--- config.mk ---
export PLATFORM = sky130hd
export DESIGN_NAME = cardinal_pe_port_flat
export DESIGN_NICKNAME = d
export VERILOG_FILES = /design/src/rtl/cardinal_pe_port_if.sv /design/src/rtl/cardinal_pe_port.sv /design/src/flat_wrapper.sv
export SDC_FILE = /design/constraint.sdc
export NUM_CORES = 1
export LEC_CHECK = 0
export BUFFER_PORTS_ARGS = -buffer_cell sky130_fd_sc_hd__buf_2
export CAP_MARGIN = 0
export CORE_MARGIN = 4
export CORE_UTILIZATION = 60
export CTS_BUF_LIST = sky130_fd_sc_hd__clkbuf_4
export DETAILED_ROUTE_END_ITERATION = 10
export PLACE_DENSITY = 0.88
export SLEW_MARGIN = 40
export SYNTH_ARGS = -nofsm -noshare
export SYNTH_HDL_FRONTEND = slang
export SYNTH_SLANG_ARGS = --single-unit
--- constraint.sdc ---
create_clock -name clk -period 14.33 [get_ports clk]
set_input_delay 2.866 -clock clk [delete_from_list [all_inputs] [get_ports clk]]
set_output_delay 2.866 -clock clk [all_outputs]
set_load 0.05 [all_outputs]
--- src/rtl/cardinal_pe_port_if.sv ---
// Bundles the NIC-side and switch-side signals of the cardinal ring router's local PE port.
// The master modport is the router port itself; the slave side is the NIC/switch environment.
interface cardinal_pe_port_if #(
  parameter int PACKET_SIZE = 64
);
  logic                   polarity;
  logic                   pe_ri;
  logic                   pe_si;
  logic [PACKET_SIZE-1:0] pe_di;
  logic                   pe_so;
  logic                   pe_ro;
  logic [PACKET_SIZE-1:0] pe_do;
  logic                   inj_req;
  logic [PACKET_SIZE-1:0] inj_data;
  logic                   inj_gnt;
  logic                   ej_valid;
  logic [PACKET_SIZE-1:0] ej_data;
  logic [1:0]             ej_ri;
  logic                   drop_pulse;
  logic [7:0]             drop_cnt;

  modport master (
    output polarity, pe_ri, pe_so, pe_do, inj_req, inj_data, ej_ri, drop_pulse, drop_cnt,
    input  pe_si, pe_di, pe_ro, inj_gnt, ej_valid, ej_data
  );

  modport slave (
    input  polarity, pe_ri, pe_so, pe_do, inj_req, inj_data, ej_ri, drop_pulse, drop_cnt,
    output pe_si, pe_di, pe_ro, inj_gnt, ej_valid, ej_data
  );
endinterface

--- src/rtl/cardinal_pe_port.sv ---
// Local PE port of the cardinal ring router: even/odd VC input and output buffers whose
// NIC-facing and switch-facing halves swap every cycle under the ring polarity.
module cardinal_pe_port #(
  parameter int PACKET_SIZE = 64
) (
  input logic                 clk,
  input logic                 reset,
  cardinal_pe_port_if.master  port
);

  logic                   polarity;
  logic                   ext_vc;
  logic                   int_vc;
  logic [1:0]             in_full;
  logic [1:0]             out_full;
  logic [PACKET_SIZE-1:0] in_buf [2];
  logic [PACKET_SIZE-1:0] out_buf [2];
  logic [7:0]             drop_cnt;
  logic                   drop_pulse;

  logic       nic_accept;
  logic       nic_drop;
  logic       inj_take;
  logic       ej_accept;
  logic       ej_drop;
  logic       nic_send;
  logic [1:0] drop_incr;
  logic [8:0] drop_sum;
  logic [7:0] drop_next;

  assign ext_vc = polarity;
  assign int_vc = ~polarity;

  // Each transfer touches only the ext_vc or the int_vc half, so no arbitration is needed.
  assign nic_accept = port.pe_si & ~in_full[ext_vc] & (port.pe_di[0] == ext_vc);
  assign nic_drop   = port.pe_si & ~nic_accept;
  assign inj_take   = port.inj_gnt & in_full[int_vc];
  assign ej_accept  = port.ej_valid & ~out_full[int_vc];
  assign ej_drop    = port.ej_valid & out_full[int_vc];
  assign nic_send   = out_full[ext_vc] & port.pe_ro;

  assign drop_incr = {1'b0, nic_drop} + {1'b0, ej_drop};
  assign drop_sum  = {1'b0, drop_cnt} + {7'b0, drop_incr};
  assign drop_next = drop_sum[8] ? 8'hFF : drop_sum[7:0];

  assign port.polarity   = polarity;
  assign port.pe_ri      = ~in_full[ext_vc];
  assign port.pe_so      = nic_send;
  assign port.pe_do      = out_full[ext_vc] ? out_buf[ext_vc] : '0;
  assign port.inj_req    = in_full[int_vc];
  assign port.inj_data   = in_buf[int_vc];
  assign port.ej_ri      = ~out_full;
  assign port.drop_pulse = drop_pulse;
  assign port.drop_cnt   = drop_cnt;

  always_ff @(posedge clk or posedge reset) begin
    if (reset) begin
      polarity   <= 1'b0;
      in_full    <= 2'b00;
      out_full   <= 2'b00;
      in_buf[0]  <= '0;
      in_buf[1]  <= '0;
      out_buf[0] <= '0;
      out_buf[1] <= '0;
    end else begin
      polarity <= ~polarity;
      if (nic_accept) begin
        in_buf[ext_vc]  <= port.pe_di;
        in_full[ext_vc] <= 1'b1;
      end
      if (inj_take) begin
        in_full[int_vc] <= 1'b0;
      end
      if (ej_accept) begin
        out_buf[int_vc]  <= port.ej_data;
        out_full[int_vc] <= 1'b1;
      end
      if (nic_send) begin
        out_full[ext_vc] <= 1'b0;
      end
    end
  end

  // Drop bookkeeping: a NIC drop and a switch drop in the same cycle both count.
  always_ff @(posedge clk or posedge reset) begin
    if (reset) begin
      drop_pulse <= 1'b0;
      drop_cnt   <= 8'd0;
    end else begin
      drop_pulse <= nic_drop | ej_drop;
      drop_cnt   <= drop_next;
    end
  end

endmodule

--- src/flat_wrapper.sv ---
// flat-port wrapper written by rule: the top's interface ports become plain ports
module cardinal_pe_port_flat 
#(
  parameter int PACKET_SIZE = 64
)
  (clk, reset, port_polarity, port_pe_ri, port_pe_so, port_pe_do, port_inj_req, port_inj_data, port_ej_ri, port_drop_pulse, port_drop_cnt, port_pe_si, port_pe_di, port_pe_ro, port_inj_gnt, port_ej_valid, port_ej_data);
  cardinal_pe_port_if #(.PACKET_SIZE(PACKET_SIZE)) port_i ();
  input logic clk;
  input logic reset;
  output wire logic [$bits(port_i.polarity)-1:0] port_polarity;
  output wire logic [$bits(port_i.pe_ri)-1:0] port_pe_ri;
  output wire logic [$bits(port_i.pe_so)-1:0] port_pe_so;
  output wire logic [$bits(port_i.pe_do)-1:0] port_pe_do;
  output wire logic [$bits(port_i.inj_req)-1:0] port_inj_req;
  output wire logic [$bits(port_i.inj_data)-1:0] port_inj_data;
  output wire logic [$bits(port_i.ej_ri)-1:0] port_ej_ri;
  output wire logic [$bits(port_i.drop_pulse)-1:0] port_drop_pulse;
  output wire logic [$bits(port_i.drop_cnt)-1:0] port_drop_cnt;
  input wire logic [$bits(port_i.pe_si)-1:0] port_pe_si;
  input wire logic [$bits(port_i.pe_di)-1:0] port_pe_di;
  input wire logic [$bits(port_i.pe_ro)-1:0] port_pe_ro;
  input wire logic [$bits(port_i.inj_gnt)-1:0] port_inj_gnt;
  input wire logic [$bits(port_i.ej_valid)-1:0] port_ej_valid;
  input wire logic [$bits(port_i.ej_data)-1:0] port_ej_data;
  assign port_polarity = port_i.polarity;
  assign port_pe_ri = port_i.pe_ri;
  assign port_pe_so = port_i.pe_so;
  assign port_pe_do = port_i.pe_do;
  assign port_inj_req = port_i.inj_req;
  assign port_inj_data = port_i.inj_data;
  assign port_ej_ri = port_i.ej_ri;
  assign port_drop_pulse = port_i.drop_pulse;
  assign port_drop_cnt = port_i.drop_cnt;
  assign port_i.pe_si = port_pe_si;
  assign port_i.pe_di = port_pe_di;
  assign port_i.pe_ro = port_pe_ro;
  assign port_i.inj_gnt = port_inj_gnt;
  assign port_i.ej_valid = port_ej_valid;
  assign port_i.ej_data = port_ej_data;
  cardinal_pe_port #(.PACKET_SIZE(PACKET_SIZE)) u_core (.clk(clk), .reset(reset), .port(port_i));
endmodule
==> impl_metrics.env <==
export IMPL_worst_clock_skew_ps=25.8
export IMPL_hp_class="reg -> reg"
export IMPL_grtUsageTotal=0.229
export IMPL_crit_path_end_kind="primary output"
export IMPL_critPathMaxFanout=3
export IMPL_cts_hold_buffers_added=0
export IMPL_viasPerCell=5.34
export IMPL_finalWorstPathRequiredPeriod_ps=6200
export IMPL_status="completed"
export IMPL_drt_antenna_violating_nets=0
export IMPL_ys_seq_area_frac=0.567
export IMPL_max_stage_delay_ps=270
export IMPL_vias=7696
export IMPL_path_common_cell="buf_2"
export IMPL_layout_common_cells="buf_2, mux2_2, dfrtp_1"
export IMPL_rsz0062_at_grt="false"
export IMPL_synth_area_sq_um=11900
export IMPL_path_cells="buf_2, nor2b_1, buf_2"
export IMPL_p_leak_nw=7.16
export IMPL_final_area_sq_um=14300
export IMPL_grt_antenna_before_repair=8
export IMPL_grt_pass1_vias=8348
export IMPL_hold_viol_final=0
export IMPL_post_route_util=0.735
export IMPL_start_util=0.612
export IMPL_p_int_mw=1.45
export IMPL_placed_area_sq_um=13400
export IMPL_setup_viol=0
export IMPL_slowest_stage="buf_2"
export IMPL_async_reset_ff_frac=1.00
export IMPL_cp_arrival_ps=3340
export IMPL_tns_ps=0
export IMPL_nets=1260
export IMPL_cts_buffer_depth=3
export IMPL_switchingPower_uw=759
export IMPL_startpoint_type="input pin"
export IMPL_cts_buffers=71
export IMPL_worstSkewPairLatency_ps=640
export IMPL_overflow=0
export IMPL_post_dp_hpwl_um=17000
export IMPL_peakVddDrop_mv=0.109
export IMPL_worst_pin_slew_ps=792
export IMPL_yosysWarnings=0
export IMPL_fmax_mhz=161
export IMPL_synth_cell_types=31
export IMPL_std_cell_rows=51
export IMPL_slew_limit_headroom=0.470
export IMPL_synth_edf_count=0
export IMPL_power_share_switching=0.343
export IMPL_clkTransAtPathRegs_ps=60
export IMPL_finalWeightedCongestion=0.766
export IMPL_power_frac_seq=0.437
export IMPL_post_route_period_util=0.433
export IMPL_h_tree_depth=3
export IMPL_floorplan_die_width_um=149
export IMPL_wirelength_um=25200
export IMPL_power_density_nw_per_um2=155
export IMPL_critPathTopFamily="buffers and inverters"
export IMPL_final_common_cell="buf_2"
export IMPL_io_pins=277
export IMPL_coreArea_sq_um=19500
export IMPL_path_buf_inv=2
export IMPL_root_buffer="clkbuf_4"
export IMPL_grt_pass1_wl_um=41000
export IMPL_cts_tree="built"
export IMPL_required_ps=11460
export IMPL_die_area_sq_um=22200
export IMPL_port_buffers=276
export IMPL_drv_cap=0
export IMPL_areaGrowthSynthToFinish_pct=20.2
export IMPL_synth_area_per_cell_sq_um=14.6
export IMPL_drv_slew=0
export IMPL_postCtsSetupBuffers=0
export IMPL_first_iter_violations=247
export IMPL_syn_num_nets=951
export IMPL_path_class="in -> out"
export IMPL_cts_sinks=270
export IMPL_netlist_instances=816
export IMPL_synth_flop_cell="dfrtp_1"
export IMPL_drt_pass1_iter_count=4
export IMPL_die_h_um=149
export IMPL_pwr_share_comb=0.273
export IMPL_wl_per_cell_um=17.5
export IMPL_power_share_clock=0.290
export IMPL_grt_max_degree=154
export IMPL_drive_gt1_frac=0.578
export IMPL_drt_drc_violations_left=0
export IMPL_cts_resized_gates=0
export IMPL_power_mw=2.21
export IMPL_ys_seq_elements=270
[sequential cells by signal (all words and copies together), names as in the netlist]
register                flops
u_core.out_full             2
u_core.in_full              2
u_core.in_buf             128
u_core.port.polarity        1
u_core.out_buf            128
u_core.port.drop_cnt        8
u_core.port.drop_pulse      1
[synth_stat cells, types with 2 or more instances]
master	count	share of area
mux2_2	272	0.26
dfrtp_1	270	0.57
mux2i_1	67	0.056
nor2_1	66	0.021
mux2_1	48	0.045
buf_2	23	0.0097
buf_6	12	0.011
buf_4	9	0.0057
buf_1	5	0.0016
inv_1	5	0.0016
o21ai_0	5	0.0021
nand2_1	4	0.0013
nor2b_1	4	0.0021
and3_1	3	0.0016
nand2b_1	3	0.0016
a21o_1	2	0.0013
a21oi_1	2	0.00084
clkbuf_1	2	0.00063
xnor2_1	2	0.0015
[metal layers]
layer	up-vias	wire (um)	track usage
met5	-	28	0
met3	41	2150	0.0860
met2	238	12500	0.382
met1	3839	9970	0.269
met4	6	516	0.0902
li1	3572	-	-
[logic make-up (layout without fill, tap and decap cells)]
kind of cell / count (synthesis) / after routing / share of synthesized area
simple gates: 88 / 88 / 0.0338
other cells: 0 / 6 / 0
compound gates: 12 / 12 / 0.00610
flops: 270 / 270 / 0.567
buf+inv: 56 / 410 / 0.0305
mux: 387 / 387 / 0.359
fa+ha+maj: 1 / 1 / 0.00168
xor+xnor: 2 / 2 / 0.00147
[worst reg2reg max path, delay by kind of cell (launching register included)]
| kind | cells | cell delay, ps |
|---|---|---|
| buffers and inverters | 2 | 1060 |
| DFF | 1 | 600 |
| muxes | 1 | 450 |
| and+or+nand+nor | 1 | 830 |
[worst paths after layout]
path                       slack, ps                  from  cells after the start                   end
max reg2reg                    11260  u_core.port.polarity                      4    u_core.in_buf[125]
min                              480      u_core.in_buf[0]                      1      u_core.in_buf[0]
max                             8130            port_pe_ro                      3            port_pe_so
max in group asynchronous      10890                 reset                      3  u_core.port.polarity
min in group asynchronous       2350                 reset                      2    u_core.in_buf[115]
min reg2reg                      480      u_core.in_buf[0]                      1      u_core.in_buf[0]
[per-stage QoR]
step	hold slack, ps	worst slack (ps)	cells
3_3_place_gp	446	8120	1315
5_1_grt	489	8080	1440
4_1_cts	476	8120	1435
3_5_place_dp	456	8120	1317
2_1_floorplan	430	4030	816
6_report	476	8130	1441
[power groups by stage]
stage / combinational, mW / clock [mW] / sequential (mW)
finish: 0.604 / 0.641 / 0.967
CTS: 0.610 / 0.666 / 0.966
global route: 0.642 / 0.710 / 0.983
detailed placement: 0.608 / 0 / 0.979
global placement: 0.594 / 0 / 0.970
floorplan: 0.441 / 0 / 0.992
[area by class of cell]
type / instances / area (sq um)
fillers: 1281 / 5150
well taps: 265 / 332
inverters: 5 / 35.0
multi-input cells: 490 / 4800
clock inverters: 12 / 71.3
flip-flops and latches: 270 / 6760
clock buffers: 106 / 796
diodes: 6 / 15.0
repair buffers: 287 / 1500
Note: power is estimated with default switching activity, not from simulation.
